<file path="src/rtl/cube_pkg.sv">
// rtl/cube_pkg.sv - shared constants and helpers for the cube frame arbiter
package cube_pkg;
  localparam int SIDE        = 8;
  localparam int CUBE_BITS   = SIDE * SIDE * SIDE;
  localparam int DEFAULT_SRC = 0;

  function automatic int sel_width(input int num_src);
    return (num_src > 1) ? $clog2(num_src) : 1;
  endfunction

  // Bit offset of source i inside a flattened multi-source frame bus.
  function automatic int slice_of(input int i, input int bits = CUBE_BITS);
    return i * bits;
  endfunction
endpackage

</file>
<file path="src/rtl/cube_watchdog.sv">
// rtl/cube_watchdog.sv - silence counter; expired marks the last quiet cycle before fallback
module cube_watchdog #(
  parameter int TIMEOUT = 100_000_000
) (
  input  logic clk,
  input  logic rst,
  input  logic enable,
  input  logic clear,
  output logic expired
);
  localparam int CW = (TIMEOUT > 0) ? $clog2(TIMEOUT + 1) : 1;
  localparam logic [CW-1:0] LAST = (TIMEOUT > 0) ? CW'(TIMEOUT - 1) : '0;
  localparam logic [CW-1:0] TOP  = CW'(TIMEOUT);

  logic [CW-1:0] count_q, count_d;

  always_comb begin
    count_d = count_q;
    if (!enable || clear) begin
      count_d = '0;
    end else if (count_q != TOP) begin
      count_d = count_q + 1'b1;
    end
  end

  always_ff @(posedge clk) begin
    if (rst) count_q <= '0;
    else     count_q <= count_d;
  end

  assign expired = (TIMEOUT > 0) && enable && !clear && (count_q == LAST);
endmodule

</file>
<file path="src/rtl/cube_frame_arbiter.sv">
// rtl/cube_frame_arbiter.sv - selects one of NUM_SRC frame sources, double-buffered,
// swapping only at end-of-cube so the display never tears
module cube_frame_arbiter
  import cube_pkg::sel_width, cube_pkg::slice_of, cube_pkg::DEFAULT_SRC;
#(
  parameter int SIDE    = 8,
  parameter int NUM_SRC = 2,
  parameter int SEL_W   = sel_width(NUM_SRC),
  parameter int TIMEOUT = 100_000_000,
  parameter int CNT_W   = 16,
  localparam int CUBE_BITS = SIDE * SIDE * SIDE
) (
  input  logic                         clk,
  input  logic                         rst,
  input  logic [SEL_W-1:0]             mode_sel,
  input  logic [NUM_SRC*CUBE_BITS-1:0] src_frame_flat,
  input  logic [NUM_SRC-1:0]           src_valid,
  input  logic                         scan_done,
  output logic [NUM_SRC-1:0]           src_en,
  output logic [CUBE_BITS-1:0]         frame_cube_flat,
  output logic [SEL_W-1:0]             active_src,
  output logic                         fallback,
  output logic [CNT_W-1:0]             frame_cnt,
  output logic                         frame_dropped
);
  localparam logic [SEL_W-1:0] DEF = SEL_W'(DEFAULT_SRC);

  logic [SEL_W-1:0]     req, req_q, req_d, active_q, active_d, cap_src;
  logic                 fallback_q, fallback_d, pending_q, pending_d, drop_q, drop_d;
  logic [CUBE_BITS-1:0] shadow_q, shadow_d, frame_q, frame_d;
  logic [CNT_W-1:0]     cnt_q, cnt_d;
  logic                 change, swap, capture, req_valid, wd_expired;

  assign req       = (int'(mode_sel) < NUM_SRC) ? mode_sel : DEF;
  assign change    = (req != req_q);
  assign req_valid = src_valid[req];
  assign swap      = scan_done && pending_q;

  cube_watchdog #(.TIMEOUT(TIMEOUT)) u_watchdog (
    .clk     (clk),
    .rst     (rst),
    .enable  (req != DEF),
    .clear   (change || req_valid),
    .expired (wd_expired)
  );

  always_comb begin
    req_d      = req;
    fallback_d = fallback_q;
    active_d   = active_q;
    pending_d  = pending_q;
    shadow_d   = shadow_q;
    frame_d    = frame_q;
    cnt_d      = cnt_q;
    drop_d     = 1'b0;
    capture    = 1'b0;
    cap_src    = active_q;

    if (swap) begin
      frame_d   = shadow_q;
      cnt_d     = cnt_q + 1'b1;
      pending_d = 1'b0;
    end

    if (change) begin
      // Old-source frames are abandoned; the display keeps its frame until the new source delivers.
      pending_d = 1'b0;
      if (req == DEF) fallback_d = 1'b0;
      active_d = fallback_d ? DEF : req;
    end else begin
      if (fallback_q && req_valid) begin
        fallback_d = 1'b0;
        active_d   = req;
        capture    = 1'b1;
        cap_src    = req;
      end else if (src_valid[active_q]) begin
        capture = 1'b1;
      end else if (wd_expired && !fallback_q) begin
        fallback_d = 1'b1;
        active_d   = DEF;
      end

      if (capture) begin
        shadow_d  = src_frame_flat[slice_of(int'(cap_src), CUBE_BITS) +: CUBE_BITS];
        drop_d    = pending_q && !swap;
        pending_d = 1'b1;
      end
    end
  end

  always_ff @(posedge clk) begin
    if (rst) begin
      req_q      <= DEF;
      fallback_q <= 1'b0;
      active_q   <= DEF;
      pending_q  <= 1'b0;
      shadow_q   <= '0;
      frame_q    <= '0;
      cnt_q      <= '0;
      drop_q     <= 1'b0;
    end else begin
      req_q      <= req_d;
      fallback_q <= fallback_d;
      active_q   <= active_d;
      pending_q  <= pending_d;
      shadow_q   <= shadow_d;
      frame_q    <= frame_d;
      cnt_q      <= cnt_d;
      drop_q     <= drop_d;
    end
  end

  // In fallback the requested source stays powered so it can reclaim the display.
  assign src_en = (NUM_SRC'(1) << active_q) | (fallback_q ? (NUM_SRC'(1) << req_q) : '0);

  assign frame_cube_flat = frame_q;
  assign active_src      = active_q;
  assign fallback        = fallback_q;
  assign frame_cnt       = cnt_q;
  assign frame_dropped   = drop_q;
endmodule
</file>
<file path="config.mk">
export PLATFORM = sky130hd
export DESIGN_NAME = cube_frame_arbiter
export DESIGN_NICKNAME = d
export VERILOG_FILES = /design/src/rtl/cube_pkg.sv /design/src/rtl/cube_watchdog.sv /design/src/rtl/cube_frame_arbiter.sv
export SDC_FILE = /design/constraint.sdc
export NUM_CORES = 2
export LEC_CHECK = 0
export CAP_MARGIN = 20
export CORE_AREA = 2 2 614 616
export DETAILED_ROUTE_END_ITERATION = 7
export DIE_AREA = 0 0 616 618
export PLACE_DENSITY = 0.3
export RECOVER_POWER = 50
export SYNTH_ARGS = -nofsm -noshare
export SYNTH_HDL_FRONTEND = slang
export SYNTH_SLANG_ARGS = --single-unit
</file>
<file path="constraint.sdc">
create_clock -name clk -period 3.1 [get_ports clk]
set_clock_uncertainty 0.15 [all_clocks]
set_input_delay 0.62 -clock clk [delete_from_list [all_inputs] [get_ports clk]]
set_output_delay 0.62 -clock clk [all_outputs]
set_load 0.005 [all_outputs]
</file>
* Word-level counts from Yosys, hierarchy flattened
Cells that the tools add are included.
** Storage, ports and cells
- Register bits after elaboration :: 1072
- Bits in latches :: 0
- Bits in writable memories :: 0
- Bits in read-only memories :: 0
- Logic and storage cells :: 65
- Memories :: 0
** Cells by class
- $add $sub $neg :: 2
- $mul :: 0
- Div/mod/pow operators :: 0
- Magnitude comparators :: 2
- Equal/unequal tests :: 4
- Shift-type cells :: 3
- Muxes and demuxes :: 23
- Bitwise operators :: 3
- Reduce and logical (&&, ||, !) cells :: 19
** Operator list (count)
- $shiftx 1024x11->512 :: 1
- $add 27x1->27 const B :: 1
- $eq 27x27->1 const B :: 1
- $ne 27x27->1 const B :: 1
- $mux 1 :: 22
- $add 16x1->16 const B :: 1
- $logic_and 1x1->1 :: 6
- $logic_not 1->1 :: 4
- $lt 1x2->1 const B :: 2
- $reduce_and 2->1 :: 2
- $reduce_or 2->1 :: 2
- $shl 1x1->2 const A :: 2
- $ne 3x3->1 const B :: 1
- $reduce_bool 3->1 :: 1
- $reduce_or 3->1 :: 1
- $logic_or 1x1->1 :: 2
- $mux 2 :: 1
- $not 1->1 :: 2
- $or 2x2->2 :: 1
- $reduce_bool 2->1 :: 1
- $ne 1x1->1 :: 1

* Logic depth before layout (Yosys ltp)
- Word-level depth :: 11
- Mapped depth :: 9
- Depth with buffers taken out :: 6

* Modules after synthesis
A second synthesis with hierarchy kept.
** Unflattened totals
- Cell total of the unflattened synthesis :: 5348
- Area, all modules :: 43852.1 um^2
** By module, submodules not included
- cube_frame_arbiter :: instances 1, cells an instance 5186, area each 42463.2 um^2, sequential area each 20920.1 um^2
- cube_watchdog :: instances 1, cells an instance 162, area each 1388.8 um^2, sequential area each 540.5 um^2

* Worst setup path after synthesis
No wires, ideal clock.
- Kind :: in2reg
- Start point :: input port scan_done
- End point :: register cnt_q[15] (netlist: frame_cnt[15])
- Setup time :: 0.121 ns
- Data arrival time :: 1.989 ns
- Slack :: 0.840 ns
- Stages :: 5
- Path buffers :: 1
- Cell sequence :: clkbuf_1 -> nand3_1 -> nor4_1 -> nor3b_1 -> mux2_2
** On the way
- Word-level cells in the longest chain between the ends :: 1
** RTL lines
- start, declared :: line cube_frame_arbiter.sv:18 : input logic scan_done,
- $logic_and 1x1->1 :: line cube_frame_arbiter.sv:37 : assign swap = scan_done && pending_q;
- end signal, assigned :: line cube_frame_arbiter.sv:108 : cnt_q <= cnt_d;
- end, declared :: line cube_frame_arbiter.sv:31 : logic [CNT_W-1:0] cnt_q, cnt_d;
No other way between the ends.
A chain may end at the register's enable or synchronous reset.

* Final worst setup path
- Start point :: input port mode_sel
- End point :: register shadow_q[142]
** On the way
- Word-level cells in the longest chain between the ends :: 6
- Elaborated cells between the ends (all ways) :: 11
- Those cells by class :: eq/ne: 1; shift: 1; mux: 6; bitwise: 1; reduce/logical: 2
** RTL lines
- start, declared :: line cube_frame_arbiter.sv:15 : input logic [SEL_W-1:0] mode_sel,
- $mux 1 (implied by the code) (2 in a row) :: line cube_frame_arbiter.sv:36 : assign req_valid = src_valid[req];
- $logic_and 1x1->1 :: line cube_frame_arbiter.sv:71 : if (fallback_q && req_valid) begin
- $mux 1 :: line cube_frame_arbiter.sv:71
- $mux 1 :: line cube_frame_arbiter.sv:65 : if (change) begin
- $shiftx 1024x11->512 or $reduce_and 2->1 (tied branches)
- end signal, assigned :: line cube_frame_arbiter.sv:106 : shadow_q <= shadow_d;
- end, declared :: line cube_frame_arbiter.sv:30 : logic [CUBE_BITS-1:0] shadow_q, shadow_d, frame_q, frame_d;
Several ways; a longest one is shown, not always the timed one. The select of a mux whose other input is x is not followed.

==> results.yml <==
drt:
  drc_errors: 0
  num_vias: 47540
  routed_wl_um: 316200
  wl_per_cell_um: 26.07
  dr.pass1.iters: 6
  route.antenna.remaining_nets: 0
  vias_per_cell: 3.920
  drtIter0Drc: 2855
logic_synthesis:
  syn_inst: 5404
  synth_edf_count: 0
  ys_warn_count: 0
  async_flop_share_pct: 0
  synth_xor_area_share_pct: 0.3730
  syn_area_um2: 46960
  synthSimpleGateAreaFrac_pct: 13.95
  ys_seq_area_share_pct: 45.70
  ys_ff_latch: 1072
  synthMuxAreaShare_pct: 0.1386
  synth_cell_types: 51
  synth_fa_ha_area_share_pct: 0.07994
  avgSynthCellArea_um2: 8.689
  synth_top_family_by_area: "compound AO/OA/AOI/OAI gates"
  synth_compound_area_share_pct: 30.12
  synthFlopType: "dfxtp_1"
  synthesis.nets: 6437
die:
  num_io_pins: 1563
  die_w_um: 616
  core_um2: 374100
  placementRows: 225
  die_h_um: 618
  initial_utilization_pct: 12.55
  dieArea_um2: 380700
timing:
  max_freq_ghz: 0.3301
  slew_headroom_pct: 16.36
  finalCritPeriodShare_pct: 97.71
  rsz0062_at_grt: "false"
  setup_violations: 0
  hold_viol: 0
  fin_crit_ns: 3.029
  worst_pin_slew_ns: 1.255
  report.final.slew_viol_count: 0
place:
  dp_hpwl_um: 250500
  dpl-instance-area_um2: 70550
  placed_cells: 11830
  place.gp.congestion: 0.8503
  place.port_buffers: 1562
run_status:
  outcome: "completed"
cts:
  postCtsResizedCells: 0
  clkTransAtPathRegs_ns: 0.06
  cts.htree.levels: 4
  cts_setup_buffers: 0
  cts_buffer_depth: 4
  root_buffer: "clkbuf_16"
  clkLatencyLatePin_ns: 0.81
  cts_tree: "yes"
  cts_buffers: 153
  cts.sinks: 1072
  cts-hold-fix-buffers: 0
critical_path:
  crit_fanout: 27
  crit_type: "in2reg"
  cp_top_family: "buffers and inverters"
  slowest_delay_ns: 0.63
  worst_path_max_delay_cell: "dlygate4sd3_1"
  crit_chain: "dlygate4sd3_1 -> clkbuf_1 -> nor3b_1 -> clkbuf_1 -> o21ai_4 -> buf_12 -> and2_4 -> buf_6 -> buf_6 -> a221oi_2"
  cp.arrival_ns: 3.52
  critPathRequiredTime_ns: 3.59
  start_kind: "input port"
  critPathBufInv: 6
  cp-end-kind: "flip-flop"
flow_run:
  cap_viol_max_count: 0
global_route:
  grt_max_degree: 92
  grt_overflow_total: 0
  antenna_found_initial: 166
  grt_first_pass_wirelength_um: 422000
  grt_pass1_vias: 47410
  grt_usage_pct: 15.80
final_layout:
  fill_cells: 41750
  final_cells: 12130
  layout_common_cells: "1558 x nand2_1, 1554 x clkdlybuf4s50_1, 1072 x dfxtp_1"
  drive_gt1_share_pct: 12.53
  regArea_um2: 21460
  fin_area_um2: 74100
  syn_to_final_growth_pct: 57.81
  layout.nets: 8019
  layout_commonest_cell: "nand2_1"
  multi_input_area_um2: 19810
power:
  power_density_nw_per_um2: 558.0
  p_leak_nw: 25.99
  max-vdd-ir-drop_uv: 320.4
hold_path:
  hold_class: "in2reg"
## final cells by class
type / count / area share [%]
diodes: 33 / 0.1114
clock buffers: 233 / 6.173
clock inverters: 37 / 0.5302
inverters: 519 / 2.629
multi-input cells: 3289 / 26.74
flip-flops and latches: 1072 / 28.96
well taps: 4994 / 8.433
repair buffers: 1951 / 26.43
## synth_stat cells, types with 12 or more instances
master       n  area share, %
a221oi_1    41           0.76
nor2_1      24           0.19
nand2_1   1558             12
nand4_1     12           0.16
a21oi_1    533            5.7
nand3_1     15           0.16
buf_2      121            1.3
buf_6       51            1.2
a221oi_2   470             15
a22oi_1    511            8.2
inv_1      519            4.1
clkbuf_1   331            2.6
dfxtp_1   1072             46
xor2_1      16           0.30
## final timing paths
check	slack, ns	endpoint	start	cells after the start
worst max register to register	0.36	frame_cube_flat[238]$_SDFFE_PP0P_	pending_q$_SDFFE_PP0P_	6
worst max-delay path	0.07	shadow_q[142]$_SDFFE_PP0P_	mode_sel	10
worst min register to register	0.28	frame_cube_flat[156]$_SDFFE_PP0P_	shadow_q[156]$_SDFFE_PP0P_	2
worst min-delay path	0.12	frame_cube_flat[480]$_SDFFE_PP0P_	rst	2
## layer usage
metal	vias to the layer above	global-route usage [%]	part of all wire, %
met3	483	4.216	6.4
met5	-	0	0.21
met1	23480	18.87	41
li1	21960	-	-
met2	1523	28.32	50
met4	100	2.897	2.1
## through the flow
stage	hold slack (ns)	setup slack [ns]	TNS (ns)	power (W)	util, %
6_report	0.1240	0.07092	0	0.04135	19.81
5_1_grt	0.07844	0.02151	0	0.04329	19.79
4_1_cts	0.03358	0.06349	0	0.04272	20.18
3_5_place_dp	0.2919	-0.3765	-91.57	0.02430	18.86
3_3_place_gp	0.2865	-0.3930	-100.56	0.02428	18.86
2_1_floorplan	0.2776	0.8402	0	0.01973	-
## cells by family after synthesis
kind of cell             count (synthesis)
AO/OA/AOI/OAI                         1587
XOR/XNOR                                20
adder cells (fa/ha/maj)                  3
buffers and inverters                 1043
flip-flops                            1072
multiplexers                             6
AND/OR/NAND/NOR                       1673
## state kept, by name, summed over array words and instances, names as in the netlist
signal	cells
pending_q	1
frame_dropped	1
shadow_q	512
frame_cnt	16
frame_cube_flat	512
u_watchdog.count_q	27
fallback	1
active_src	1
req_q	1
## report_power, final
part	switching [W]	internal, W
clock network	0.00728	0.0107
logic	0.00441	0.00367
registers	0.000584	0.0147
total	0.0123	0.0291
(Power assumes the default switching activity.)
